==> src/rtl/sprite_line_drafter.sv <==
// sprite_line_drafter: per-scanline sprite row fetch and line-buffer writer
module sprite_line_drafter #(
   parameter int                 SPRITE_W    = 20,
   parameter int                 ADDR_W      = 14,
   parameter int                 X_W         = 10,
   parameter int                 Y_W         = 10,
   parameter int                 COLOR_W     = 9,
   parameter logic [COLOR_W-1:0] TRANSPARENT = 9'h1FF,
   parameter int                 H_ACTIVE    = 640
) (
   input  logic               clk_pixel,
   input  logic               reset,
   input  logic [Y_W-1:0]     line_y,
   input  logic               spr_valid,
   output logic               spr_ready,
   input  logic [X_W-1:0]     spr_x,
   input  logic [Y_W-1:0]     spr_y,
   input  logic [ADDR_W-1:0]  spr_base,
   input  logic               spr_last,
   output logic               sprite_on,
   input  logic [4:0]         col_index,
   output logic [ADDR_W-1:0]  mem_addr,
   input  logic [COLOR_W-1:0] mem_data,
   output logic               lb_we,
   output logic [X_W-1:0]     lb_addr,
   output logic [COLOR_W-1:0] lb_data,
   output logic               line_done
);
   localparam logic [2:0] IDLE  = 3'd0;
   localparam logic [2:0] CHECK = 3'd1;
   localparam logic [2:0] DRAW  = 3'd2;
   localparam logic [2:0] FLUSH = 3'd3;
   localparam logic [2:0] DONE  = 3'd4;

   logic [2:0]         state_q, state_d;
   logic [X_W-1:0]     x_q, x_d;
   logic [Y_W-1:0]     y_q, y_d;
   logic [ADDR_W-1:0]  base_q, base_d;
   logic               last_q, last_d;
   logic [ADDR_W-1:0]  row_base_q, row_base_d;
   logic               pend_q, pend_d;
   logic [X_W:0]       px_q, px_d;
   logic               lb_we_q, lb_we_d;
   logic [X_W-1:0]     lb_addr_q, lb_addr_d;
   logic [COLOR_W-1:0] lb_data_q, lb_data_d;

   logic [Y_W:0]       diff;
   logic               hit;
   logic [ADDR_W-1:0]  row_off;
   logic               col_end;

   assign diff      = {1'b0, line_y} - {1'b0, y_q};
   assign hit       = (line_y >= y_q) && (diff < (Y_W+1)'(SPRITE_W));
   assign row_off   = ADDR_W'(diff[4:0]) * ADDR_W'(SPRITE_W);
   assign col_end   = col_index == 5'(SPRITE_W - 1);

   assign spr_ready = state_q == IDLE;
   assign sprite_on = state_q == DRAW;
   assign line_done = state_q == DONE;
   assign mem_addr  = row_base_q + ADDR_W'(col_index);
   assign lb_we     = lb_we_q;
   assign lb_addr   = lb_addr_q;
   assign lb_data   = lb_data_q;

   // descriptor sequencing: accept, vertical test, row draw, drain, end-of-line pulse
   always_comb begin
      state_d    = state_q;
      x_d        = x_q;
      y_d        = y_q;
      base_d     = base_q;
      last_d     = last_q;
      row_base_d = row_base_q;
      case (state_q)
         IDLE: if (spr_valid) begin
            x_d     = spr_x;
            y_d     = spr_y;
            base_d  = spr_base;
            last_d  = spr_last;
            state_d = CHECK;
         end
         CHECK: if (hit) begin
            row_base_d = base_q + row_off;
            state_d    = DRAW;
         end else begin
            state_d = last_q ? DONE : IDLE;
         end
         DRAW:    state_d = col_end ? FLUSH : DRAW;
         FLUSH:   state_d = last_q ? DONE : IDLE;
         DONE:    state_d = IDLE;
         default: state_d = IDLE;
      endcase
   end

   // pixel pipeline: remember the screen x of the column just addressed, write when its data returns
   always_comb begin
      pend_d    = state_q == DRAW;
      px_d      = {1'b0, x_q} + (X_W+1)'(col_index);
      lb_we_d   = pend_q && (mem_data != TRANSPARENT) && (px_q < (X_W+1)'(H_ACTIVE));
      lb_addr_d = pend_q ? px_q[X_W-1:0] : lb_addr_q;
      lb_data_d = pend_q ? mem_data : lb_data_q;
   end

   // state and pipeline registers; reset drops any in-flight pixel
   always_ff @(posedge clk_pixel) begin
      if (reset) begin
         state_q    <= IDLE;
         x_q        <= '0;
         y_q        <= '0;
         base_q     <= '0;
         last_q     <= 1'b0;
         row_base_q <= '0;
         pend_q     <= 1'b0;
         px_q       <= '0;
         lb_we_q    <= 1'b0;
         lb_addr_q  <= '0;
         lb_data_q  <= '0;
      end else begin
         state_q    <= state_d;
         x_q        <= x_d;
         y_q        <= y_d;
         base_q     <= base_d;
         last_q     <= last_d;
         row_base_q <= row_base_d;
         pend_q     <= pend_d;
         px_q       <= px_d;
         lb_we_q    <= lb_we_d;
         lb_addr_q  <= lb_addr_d;
         lb_data_q  <= lb_data_d;
      end
   end
endmodule
==> config.mk <==
export PLATFORM = sky130hd
export DESIGN_NAME = sprite_line_drafter
export DESIGN_NICKNAME = d
export VERILOG_FILES = /design/src/rtl/sprite_line_drafter.sv
export SDC_FILE = /design/constraint.sdc
export NUM_CORES = 1
export LEC_CHECK = 0
export ABC_AREA = 1
export BUFFER_PORTS_ARGS = -buffer_cell sky130_fd_sc_hd__buf_4
export CORE_MARGIN = 1.5
export CORE_UTILIZATION = 55
export DETAILED_ROUTE_END_ITERATION = 8
export GPL_TIMING_DRIVEN = 1
export HOLD_SLACK_MARGIN = 0.08
export PLACE_DENSITY = 0.8
export RECOVER_POWER = 50
export SLEW_MARGIN = 20
export SYNTH_ARGS = -nofsm -noshare
export SYNTH_HDL_FRONTEND = slang
export SYNTH_SLANG_ARGS = --single-unit
==> constraint.sdc <==
create_clock -name clk_pixel -period 5.4 [get_ports clk_pixel]
set_input_delay 1.08 -clock clk_pixel [delete_from_list [all_inputs] [get_ports clk_pixel]]
set_output_delay 1.08 -clock clk_pixel [all_outputs]
set_load 0.005 [all_outputs]
==> results.tsv, run 1 <==
stage	metric	value	unit
critical_path	crit start category	input pin	
final_layout	most frequent cells in the layout	nand2_1 (134), inv_1 (86), dfxtp_1 (84), nor2_1 (82), buf_4 (79)	
clocking	CTS tree	yes	
routing	drt via density	5.31	
critical_path	WP depth	25	
logic_synthesis	post-synth top area share	35.1	%
clocking	root buffer cell	clkbuf_8	
logic_synthesis	Synth cell types	31	
logic_synthesis	Synthesis Warnings	0	
timing	Hold Fails Final Rpt	0	
clocking	CTS Sinks	84	
final_layout	diode count	0	
clocking	worst skew pair latency	360	ps
global_routing	initial antenna violation count	0	
routing	Residual DRC	0	
power	PD cells	275	nW/um^2
global_routing	largest net degree at the start of global routing	61	
logic_synthesis	ys async rst share	0	%
timing	fin crit period	4450	ps
floorplanning	core area	8340	sq um
clocking	CTS Buf Count	9	
floorplanning	Core Rows	33	
placement	GPL Wtd Cong	0.929	
global_routing	GRT Residual Overflow	0	
outcome	outcome	finished, violations left	
power	Leakage	2.80	nW
critical_path	r2r setup slk	1430	ps
floorplanning	Die Wd	96.3	microns
critical_path	Worst setup endpoint	row_base_q[13]	
routing	Initial DRC Count	224	
clocking	Clk pin slew, worst setup/hold paths	100	ps
timing	RSZ-0062 raised after global routing	false	
logic_synthesis	Gate Count Post-Synth	685	
outcome	violated checks	max-capacitance violations, max-slew violations	
timing	TNS Setup	0	ps
logic_synthesis	top_reg_cell synth	dfxtp_1	
logic_synthesis	average size of a mapped cell	6.99	sq um
power	Switching Power	0.561	mW
clocking	Post-CTS Resized	0	
global_routing	vias in the first global route	4392	
clocking	# H-tree levels	3	
critical_path	Worst Setup SP	line_y[0]	
final_layout	commonest non-fill, non-tap cell in the layout	nand2_1	
critical_path	RR Endpoint	row_base_q[13]	
routing	Antenna Nets Post-Route	0	
critical_path	CP required	5700	ps
global_routing	GRT Resource Usage Total	26.4	%
timing	period utilization	82.4	%
critical_path	CP max-delay cell	fa_1	
critical_path	crit-path max FO	4	
logic_synthesis	syn_nets	786	
critical_path	Worst Reg-to-Reg Cells	23	
logic_synthesis	area of the mapped netlist	4790	sq um
power	part of the power in registers	42.2	%
routing	post-DR wirelength/cell	13.1	microns
power	Cell Int Power	1.02	mW
power	clock share of power	28.4	%
floorplanning	Die Y	96.3	microns
timing	Worst slew margin	-47.6	%
final_layout	Area Growth Syn to Fin	19.9	%
critical_path	Worst path max stage delay	440	ps
floorplanning	IO Pins	99	
placement	Placed Cells	867	
global_routing	first-pass GRT wire length	19100	microns
logic_synthesis	Yosys reg bits	84	
critical_path	Buf/Inv on CP	4	
timing	clock skew	15.3	ps
worst_hold_path	worst min path class	flop to flop	
timing	FMAX	225	MHz
timing	Slew @ Worst Pin	2210	ps
clocking	hold buffer count at CTS	0	
routing	Vias	4693	
power	combinational share of power	29.4	%
critical_path	CP Class	input pin to flop	
timing	Final setup viols	0	
routing	drt total wl	11600	microns
critical_path	delay-heaviest family, CP	simple AND/OR/NAND/NOR gates	
critical_path	reg-to-reg startpoint	y_q[0]	
critical_path	CP Capture Type	flop	
clocking	post-CTS setup buffer count	0	
floorplanning	total die area	9270	sq um
run	max-cap violation count	2	
placement	DP HPWL	8720	microns
clocking	Max Root-Sink Buffers	2	
routing	first-pass detailed-route iteration total	5	
critical_path	Worst Path Arrival	4750	ps
final_layout	Nets	874	
final_layout	share of layout cells above drive strength 1	15.8	%
power	peak supply drop	173	uV
power	switch share	35.5	%
floorplanning	initial core utilization	57.4	%
logic_synthesis	top post-synthesis cells by area	dfxtp_1 (35%), nand2_1 (11%), ha_1 (8.9%), a21oi_1 (7.0%), inv_1 (6.7%)	
timing	Final Max Slew Viols	109	
final_layout	fin cells	883	
logic_synthesis	Yosys top cell by area	dfxtp_1	
placement	port bufs	98	
logic_synthesis	Post-synth EDFFs	0	
logic_synthesis	sequential fraction of the synthesis area	35.1	%
==> synthesized netlist by cell type, types with 3 or more instances <==
library cell / number
nand2_1: 134
inv_1: 86
dfxtp_1: 84
nor2_1: 82
a21oi_1: 67
o21ai_0: 49
nand3_1: 45
ha_1: 34
nand4_1: 22
clkbuf_1: 19
xor2_1: 16
nor3_1: 9
fa_1: 5
xnor2_1: 5
nand2_2: 3
==> layout make-up <==
type / instances / area (sq um)
tap: 105 / 131
fill: 729 / 2600
sequential: 84 / 1680
inverter: 89 / 334
clock inverter: 7 / 71.3
clock buffer: 9 / 124
timing repair buffer: 102 / 743
multi-input combinational: 487 / 2660
==> kinds of logic after synthesis <==
family                   synth area share, %
AO/OA/AOI/OAI                           13.3
XOR/XNOR                                3.84
adder cells (fa/ha/maj)                 11.0
buffers and inverters                   9.30
flip-flops                              35.1
AND/OR/NAND/NOR                         27.5
==> worst reg2reg max path, stage by stage, from the launching register on <==
cell	delay (ps)
dfxtp_1	380
ha_1	160
inv_1	70
fa_1	440
nand2_2	110
nand2_2	70
nand3_1	120
nand2_2	90
nor3_1	210
nor2_1	130
ha_1	300
a21o_1	170
a21oi_1	150
xor2_1	220
ha_1	280
a21oi_1	200
inv_1	70
o21ai_0	230
nand3_1	100
nand2_1	70
nand2_1	50
nand4_1	80
nand2_1	50
nor2_1	160
==> metal layers <==
layer,up-vias,GRT usage (%),wire [microns]
li1,2407,-,-
met1,2121,32.2,5120
met2,136,46.3,5550
met3,29,5.21,640
met4,0,8.70,281
met5,-,0,0
==> worst min-delay path by stage <==
| stage | start | endpoint | slack, ps | cells past startpoint |
|---|---|---|---|---|
| floorplan | px_q[10] | lb_we | 370 | 1 |
| global placement | px_q[10] | lb_we | 380 | 1 |
| finish | px_q[10] | lb_we | 400 | 1 |
| detailed placement | px_q[10] | lb_we | 380 | 1 |
| CTS | px_q[10] | lb_we | 400 | 1 |
| global route | px_q[10] | lb_we | 410 | 1 |
==> power groups by stage <==
stage / logic [mW] / clock network [mW] / registers (mW)
after CTS: 0.461 / 0.460 / 0.666
after global routing: 0.527 / 0.489 / 0.669
after floorplan: 0.336 / 0 / 0.675
after detailed placement: 0.456 / 0 / 0.680
after global placement: 0.448 / 0 / 0.679
final: 0.463 / 0.448 / 0.666
==> stage by stage <==
| step | hold slack (ps) | instance area, sq um | util [%] | power (mW) | setup slack [ps] |
|---|---|---|---|---|---|
| 2_1_floorplan | 373 | 4790 | - | 1.01 | 1130 |
| 3_3_place_gp | 378 | 5570 | 66.8 | 1.13 | 818 |
| 3_5_place_dp | 383 | 5570 | 66.8 | 1.14 | 622 |
| 4_1_cts | 397 | 5770 | 69.2 | 1.59 | 1020 |
| 5_1_grt | 407 | 5740 | 68.8 | 1.69 | 630 |
| 6_report | 397 | 5740 | 68.8 | 1.58 | 949 |
==> flip-flops by register name (all words and copies together) (netlist names), 3 cells and up <==
name        count
row_base_q     14
base_q         14
lb_addr        10
y_q            10
px_q           11
x_q            10
state_q         3
lb_data         9
Note: power is estimated with default switching activity, not from simulation.
==> run 2: changes to the inputs <==
--- a/config.mk
+++ b/config.mk
@@ -8,11 +8,11 @@
 export ABC_AREA = 1
 export BUFFER_PORTS_ARGS = -buffer_cell sky130_fd_sc_hd__buf_4
 export CORE_MARGIN = 1.5
-export CORE_UTILIZATION = 55
+export CORE_UTILIZATION = 50
 export DETAILED_ROUTE_END_ITERATION = 8
 export GPL_TIMING_DRIVEN = 1
 export HOLD_SLACK_MARGIN = 0.08
-export PLACE_DENSITY = 0.8
+export PLACE_DENSITY = 0.77
 export RECOVER_POWER = 50
 export SLEW_MARGIN = 20
 export SYNTH_ARGS = -nofsm -noshare
==> constraint.sdc (replaced) <==
create_clock -name clk_pixel -period 3.6 [get_ports clk_pixel]
set_input_delay 0.72 -clock clk_pixel [delete_from_list [all_inputs] [get_ports clk_pixel]]
set_output_delay 0.72 -clock clk_pixel [all_outputs]
set_load 0.005 [all_outputs]
==> results.tsv, run 2 (same netlist as run 1, synthesis figures left out) <==
stage	metric	value	unit	change
outcome	outcome	finished, violations left		
outcome	violated checks	max-capacitance violations, max-slew violations		
power	PD cells	427	nW/um^2	+55%
timing	Final Max Slew Viols	39		-64%
floorplanning	Die Wd	101	microns	+4.7%
floorplanning	Die Y	101	microns	+4.7%
placement	port bufs	98		unchanged
critical_path	CP required	3860	ps	-1840 ps
floorplanning	core area	9240	sq um	+11%
clocking	Max Root-Sink Buffers	2		unchanged
placement	DP HPWL	9010	microns	+3.3%
critical_path	crit-path max FO	4		unchanged
power	Leakage	2.97	nW	+5.9%
final_layout	Nets	902		+3.2%
clocking	hold buffer count at CTS	0		unchanged
critical_path	CP Capture Type	flop		
timing	fin crit period	3580	ps	
final_layout	Regs by FF count	base_q (14), row_base_q (14), px_q (11)		
floorplanning	initial core utilization	51.8	%	-5.6 points
floorplanning	Core Rows	35		+6.1%
final_layout	diode count	0		unchanged
global_routing	vias in the first global route	4369		-0.52%
placement	placed cell areas	5860	sq um	+5.1%
power	clock share of power	28.1	%	-0.3 points
global_routing	initial antenna violation count	0		unchanged
clocking	CTS Buf Count	9		unchanged
clocking	worst skew pair latency	360	ps	about the same
routing	first-pass detailed-route iteration total	4		-1
routing	Residual DRC	0		unchanged
critical_path	CP Class	input pin to flop		
final_layout	commonest non-fill, non-tap cell in the layout	nand2_1		
final_layout	most frequent cells in the layout	nand2_1 (133), buf_4 (105), inv_1 (83), dfxtp_1 (83), nor2_1 (78)		
worst_hold_path	worst min path class	flop to flop		
clocking	CTS tree	yes		
power	Cell Int Power	1.77	mW	+74%
timing	period utilization	99.4	%	
floorplanning	total die area	10200	sq um	+9.7%
clocking	# H-tree levels	3		unchanged
final_layout	Area Growth Syn to Fin	29.3	%	
routing	Vias	4706		+0.28%
power	peak supply drop	243	uV	+41%
routing	Antenna Nets Post-Route	0		unchanged
clocking	CTS Sinks	84		unchanged
timing	RSZ-0062 raised after global routing	true		
clocking	Clk pin slew, worst setup/hold paths	80	ps	-20 ps
global_routing	GRT Resource Usage Total	24.3	%	-2.1 points
placement	GPL Wtd Cong	0.860		-7.4%
critical_path	crit start category	input pin		
final_layout	share of layout cells above drive strength 1	22.4	%	+6.6 points
timing	Final setup viols	0		unchanged
global_routing	first-pass GRT wire length	19700	microns	+2.9%
power	Switching Power	0.868	mW	+55%
power	switch share	32.9	%	-2.7 points
timing	clock skew	9.17	ps	-6.09 ps
routing	post-DR wirelength/cell	12.8	microns	-2.2%
floorplanning	IO Pins	99		unchanged
power	combinational share of power	34.0	%	+4.6 points
timing	TNS Setup	0	ps	unchanged
global_routing	GRT Residual Overflow	0		unchanged
routing	Initial DRC Count	203		-9.4%
run	max-cap violation count	1		-1
power	part of the power in registers	37.9	%	-4.3 points
final_layout	Final Cell Area	6190	sq um	+7.8%
routing	drt total wl	12000	microns	+3.5%
critical_path	Worst Path Arrival	3840	ps	-910 ps
routing	drt via density	5.04		-5.2%
timing	FMAX	279	MHz	
timing	Slew @ Worst Pin	1580	ps	-630 ps
global_routing	largest net degree at the start of global routing	43		-30%
clocking	root buffer cell	clkbuf_8		
timing	Hold Fails Final Rpt	0		unchanged
timing	Worst slew margin	-5.58	%	+42 points
## run 2: path summary, 6_finish.rpt
| check | startpoint | end | slack (ps) | depth (start not counted) |
|---|---|---|---|---|
| max | line_y[0] | row_base_q[13] | 20 | 24 |
| max reg2reg | y_q[0] | row_base_q[13] | 90 | 22 |
| min | px_q[10] | lb_we | 410 | 1 |
| min reg2reg | px_q[10] | lb_we | 410 | 1 |
## run 2: repair_timing
| action | in CTS | in global routing |
|---|---|---|
| pin swaps | 3 | 29 |
| buffers inserted | 0 | 3 |
| hold endpoints to repair | 0 | 0 |
| gates resized for setup | 2 | 24 |
| setup endpoints to repair | 5 | 7 |
## run 2: metal layers
layer	routed length [microns]	vias to the layer above	track usage [%]
li1	-	2454	-
met1	5360	2122	30.0
met2	5850	113	42.5
met3	614	17	4.23
met4	163	0	8.13
met5	0	-	0
## run 2: power by group through the flow
stage,registers [mW],clock network (mW),logic (mW)
CTS,1.00,0.756,0.810
detailed placement,1.02,0,0.800
global route,1.01,0.794,0.994
finish,1.00,0.742,0.899
global placement,1.02,0,0.782
floorplan,1.01,0,0.531
## run 2: critical path, stage by stage
cell and delay, ps:
buf_8 110, inv_12 40, ha_4 120, inv_4 30
fa_2 430, nand2_2 100, nand2_2 60, nand3_2 70
nand2_2 80, nor3_4 220, nor2_4 70, ha_4 210
a21o_1 180, a21oi_2 120, xor2_1 230, ha_1 290
a21oi_2 170, inv_1 80, o21ai_2 150, nand4_1 100
nand2_1 70, nand4_1 90, nand2_1 60, nor2_1 40
## run 2: cell type report
class | count | area, sq um
inverter | 89 | 349
clock buffer | 9 | 124
tap | 129 | 161
clock inverter | 6 | 88.8
sequential | 84 | 1680
multi-input combinational | 487 | 2820
fill | 783 | 3050
timing repair buffer | 130 | 965
## run 2: through the flow
step | util [%] | power, mW | instances | hold slack [ps] | setup WS, ps
3_3_place_gp | 63.4 | 1.80 | 916 | 383 | -333
2_1_floorplan | - | 1.54 | 685 | 373 | -82.9
4_1_cts | 65.8 | 2.57 | 931 | 417 | 16.1
5_1_grt | 67.0 | 2.79 | 934 | 422 | -240
6_report | 67.0 | 2.64 | 934 | 415 | 21.7
3_5_place_dp | 63.4 | 1.82 | 916 | 401 | -437
==> run 3: changes to the inputs <==
--- a/config.mk
+++ b/config.mk
@@ -7,6 +7,7 @@
 export LEC_CHECK = 0
 export ABC_AREA = 1
 export BUFFER_PORTS_ARGS = -buffer_cell sky130_fd_sc_hd__buf_4
+export CORE_ASPECT_RATIO = 1.1
 export CORE_MARGIN = 1.5
 export CORE_UTILIZATION = 50
 export DETAILED_ROUTE_END_ITERATION = 8
==> constraint.sdc (replaced) <==
create_clock -name clk_pixel -period 3.1 [get_ports clk_pixel]
set_input_delay 0.62 -clock clk_pixel [delete_from_list [all_inputs] [get_ports clk_pixel]]
set_output_delay 0.62 -clock clk_pixel [all_outputs]
set_load 0.05 [all_outputs]
==> results.tsv, run 3 (same netlist as run 1, synthesis figures left out) <==
stage	metric	value	unit	change
outcome	outcome	finished, violations left		
outcome	violated checks	negative setup slack		
floorplanning	Die Y	106	microns	+4.7%
placement	pre-CTS WS	-860	ps	-423 ps
final_layout	diode count	0		unchanged
power	PD cells	487	nW/um^2	+14%
timing	clock skew	9.75	ps	+0.583 ps
placement	port bufs	98		unchanged
clocking	hold buffer count at CTS	0		unchanged
routing	Vias	4806		+2.1%
final_layout	Nets	915		+1.4%
timing	Hold Fails Final Rpt	0		unchanged
routing	drt total wl	12300	microns	+2.4%
clocking	Max Root-Sink Buffers	2		unchanged
clocking	CTS Buf Count	9		unchanged
placement	DP HPWL	9160	microns	+1.6%
global_routing	vias in the first global route	4650		+6.4%
routing	DR WL met3	624	microns	+1.6%
clocking	worst skew pair latency	370	ps	about the same
routing	Top Layer Used	met4		
timing	period utilization	114	%	
clocking	# H-tree levels	3		unchanged
timing	fin crit period	3540	ps	
floorplanning	IO Pins	99		unchanged
final_layout	Filler Cell Count	850		+8.6%
global_routing	largest net degree at the start of global routing	61		+42%
global_routing	first-pass GRT wire length	20200	microns	+2.9%
routing	Residual DRC	0		unchanged
clocking	CTS tree	yes		
routing	metal2 WL	6270	microns	+7.1%
final_layout	FF/Latch Area	1690	sq um	+0.22%
placement	GPL Wtd Cong	0.950		+11%
timing	Slew @ Worst Pin	813	ps	-770 ps
routing	drt via density	5.13		+1.9%
critical_path	crit start category	input pin		
final_layout	commonest non-fill, non-tap cell in the layout	buf_4		
timing	Final setup viols	8		+8
critical_path	CP Class	input pin to flop		
final_layout	Area Growth Syn to Fin	32.6	%	
power	peak supply drop	267	uV	+9.9%
timing	FMAX	282	MHz	
routing	Metal-1 WL	5030	microns	-6.2%
clocking	CTS Sinks	84		unchanged
floorplanning	Die Wd	96.3	microns	-4.5%
floorplanning	total die area	10200	sq um	about the same
critical_path	CP max-delay cell	fa_2		
timing	final worst setup slack	-440	ps	-462 ps
global_routing	GRT Resource Usage Total	25.4	%	+1.2 points
worst_hold_path	worst min path class	flop to flop		
final_layout	most frequent cells in the layout	buf_4 (138), nand2_1 (130), dfxtp_1 (82), inv_1 (81), nor2_1 (77)		
routing	Initial DRC Count	234		+15%
routing	first-pass detailed-route iteration total	6		+2
final_layout	footprint of the multi-input gates	2870	sq um	+1.9%
global_routing	GRT Residual Overflow	0		unchanged
critical_path	crit-path max FO	4		unchanged
routing	post-DR wirelength/cell	13.1	microns	+2.2%
final_layout	share of layout cells above drive strength 1	25.9	%	+3.5 points
clocking	Clk pin slew, worst setup/hold paths	90	ps	about the same
floorplanning	Core Rows	37		+5.7%
power	Leakage	3.06	nW	+3.0%
clocking	root buffer cell	clkbuf_8		
floorplanning	core area	9350	sq um	+1.2%
timing	Final Max Slew Viols	0		-100%
final_layout	Regs by FF count	base_q (14), row_base_q (14), px_q (11)		
critical_path	CP Capture Type	flop		
placement	Placed Cells	915		-0.11%
critical_path	CP required	3410	ps	-450 ps
critical_path	Worst Path Arrival	3850	ps	about the same
run	max-cap violation count	0		-1
timing	Worst slew margin	45.4	%	+51 points
routing	Antenna Nets Post-Route	0		unchanged
floorplanning	initial core utilization	51.2	%	-0.62 points
final_layout	fin util	67.9	%	+0.89 points
critical_path	Worst path max stage delay	360	ps	-70 ps
final_layout	fin cells	936		+0.21%
global_routing	initial antenna violation count	0		unchanged
timing	RSZ-0062 raised after global routing	true		
run 3: worst paths after layout:
kind	from	to	slack [ps]	cells past startpoint
max reg2reg	y_q[0]	row_base_q[11]	-410	23
min reg2reg	px_q[10]	lb_we	420	1
max	line_y[0]	row_base_q[11]	-440	25
min	px_q[10]	lb_we	420	1
run 3: critical path: cells and delay by family:
family	cells	cell delay, ps
AOI/OAI and AO/OA	4	730
adders and majority gates	4	1040
xor gates and xnor gates	1	230
and+or+nand+nor	13	1040
buffers and inverters	3	180
run 3: power by group:
group	total [mW]	leakage (nW)	internal [mW]	switching, mW
clock	0.825	0.103	0.385	0.440
combinational	1.11	2.27	0.498	0.607
sequential	1.16	0.687	1.13	0.0289
total	3.09	3.06	2.01	1.08
run 3: metrics by stage:
step / setup TNS [ps] / hold slack [ps] / power (mW) / cell area (sq um)
floorplan: -3070 / 373 / 1.81 / 4890
global placement: -5160 / 396 / 2.15 / 5960
detailed placement: -6180 / 400 / 2.18 / 5960
CTS: -2120 / 425 / 3.04 / 6240
global route: -4090 / 441 / 3.27 / 6350
finish: -2540 / 418 / 3.09 / 6350
run 3: area by class of cell:
type	instances	share of cell area, %
Sequential cell	84	26.6
Inverter	89	5.50
Multi-Input combinational cell	487	45.3
Clock inverter	7	1.26
Clock buffer	9	1.95
Tap cell	117	2.31
Timing Repair Buffer	143	17.1
run 3: metal layers:
| metal | GRT usage [%] | vias to the layer above |
|---|---|---|
| met5 | 0 | - |
| met4 | 11.5 | 0 |
| met3 | 4.04 | 37 |
| met2 | 44.9 | 135 |
| met1 | 29.5 | 2160 |
| li1 | - | 2474 |
run 3: repair_timing:
item,in CTS,in global routing
resized for setup,12,27
pin swaps,25,18
buffers inserted,4,2
setup endpoints to repair,8,14
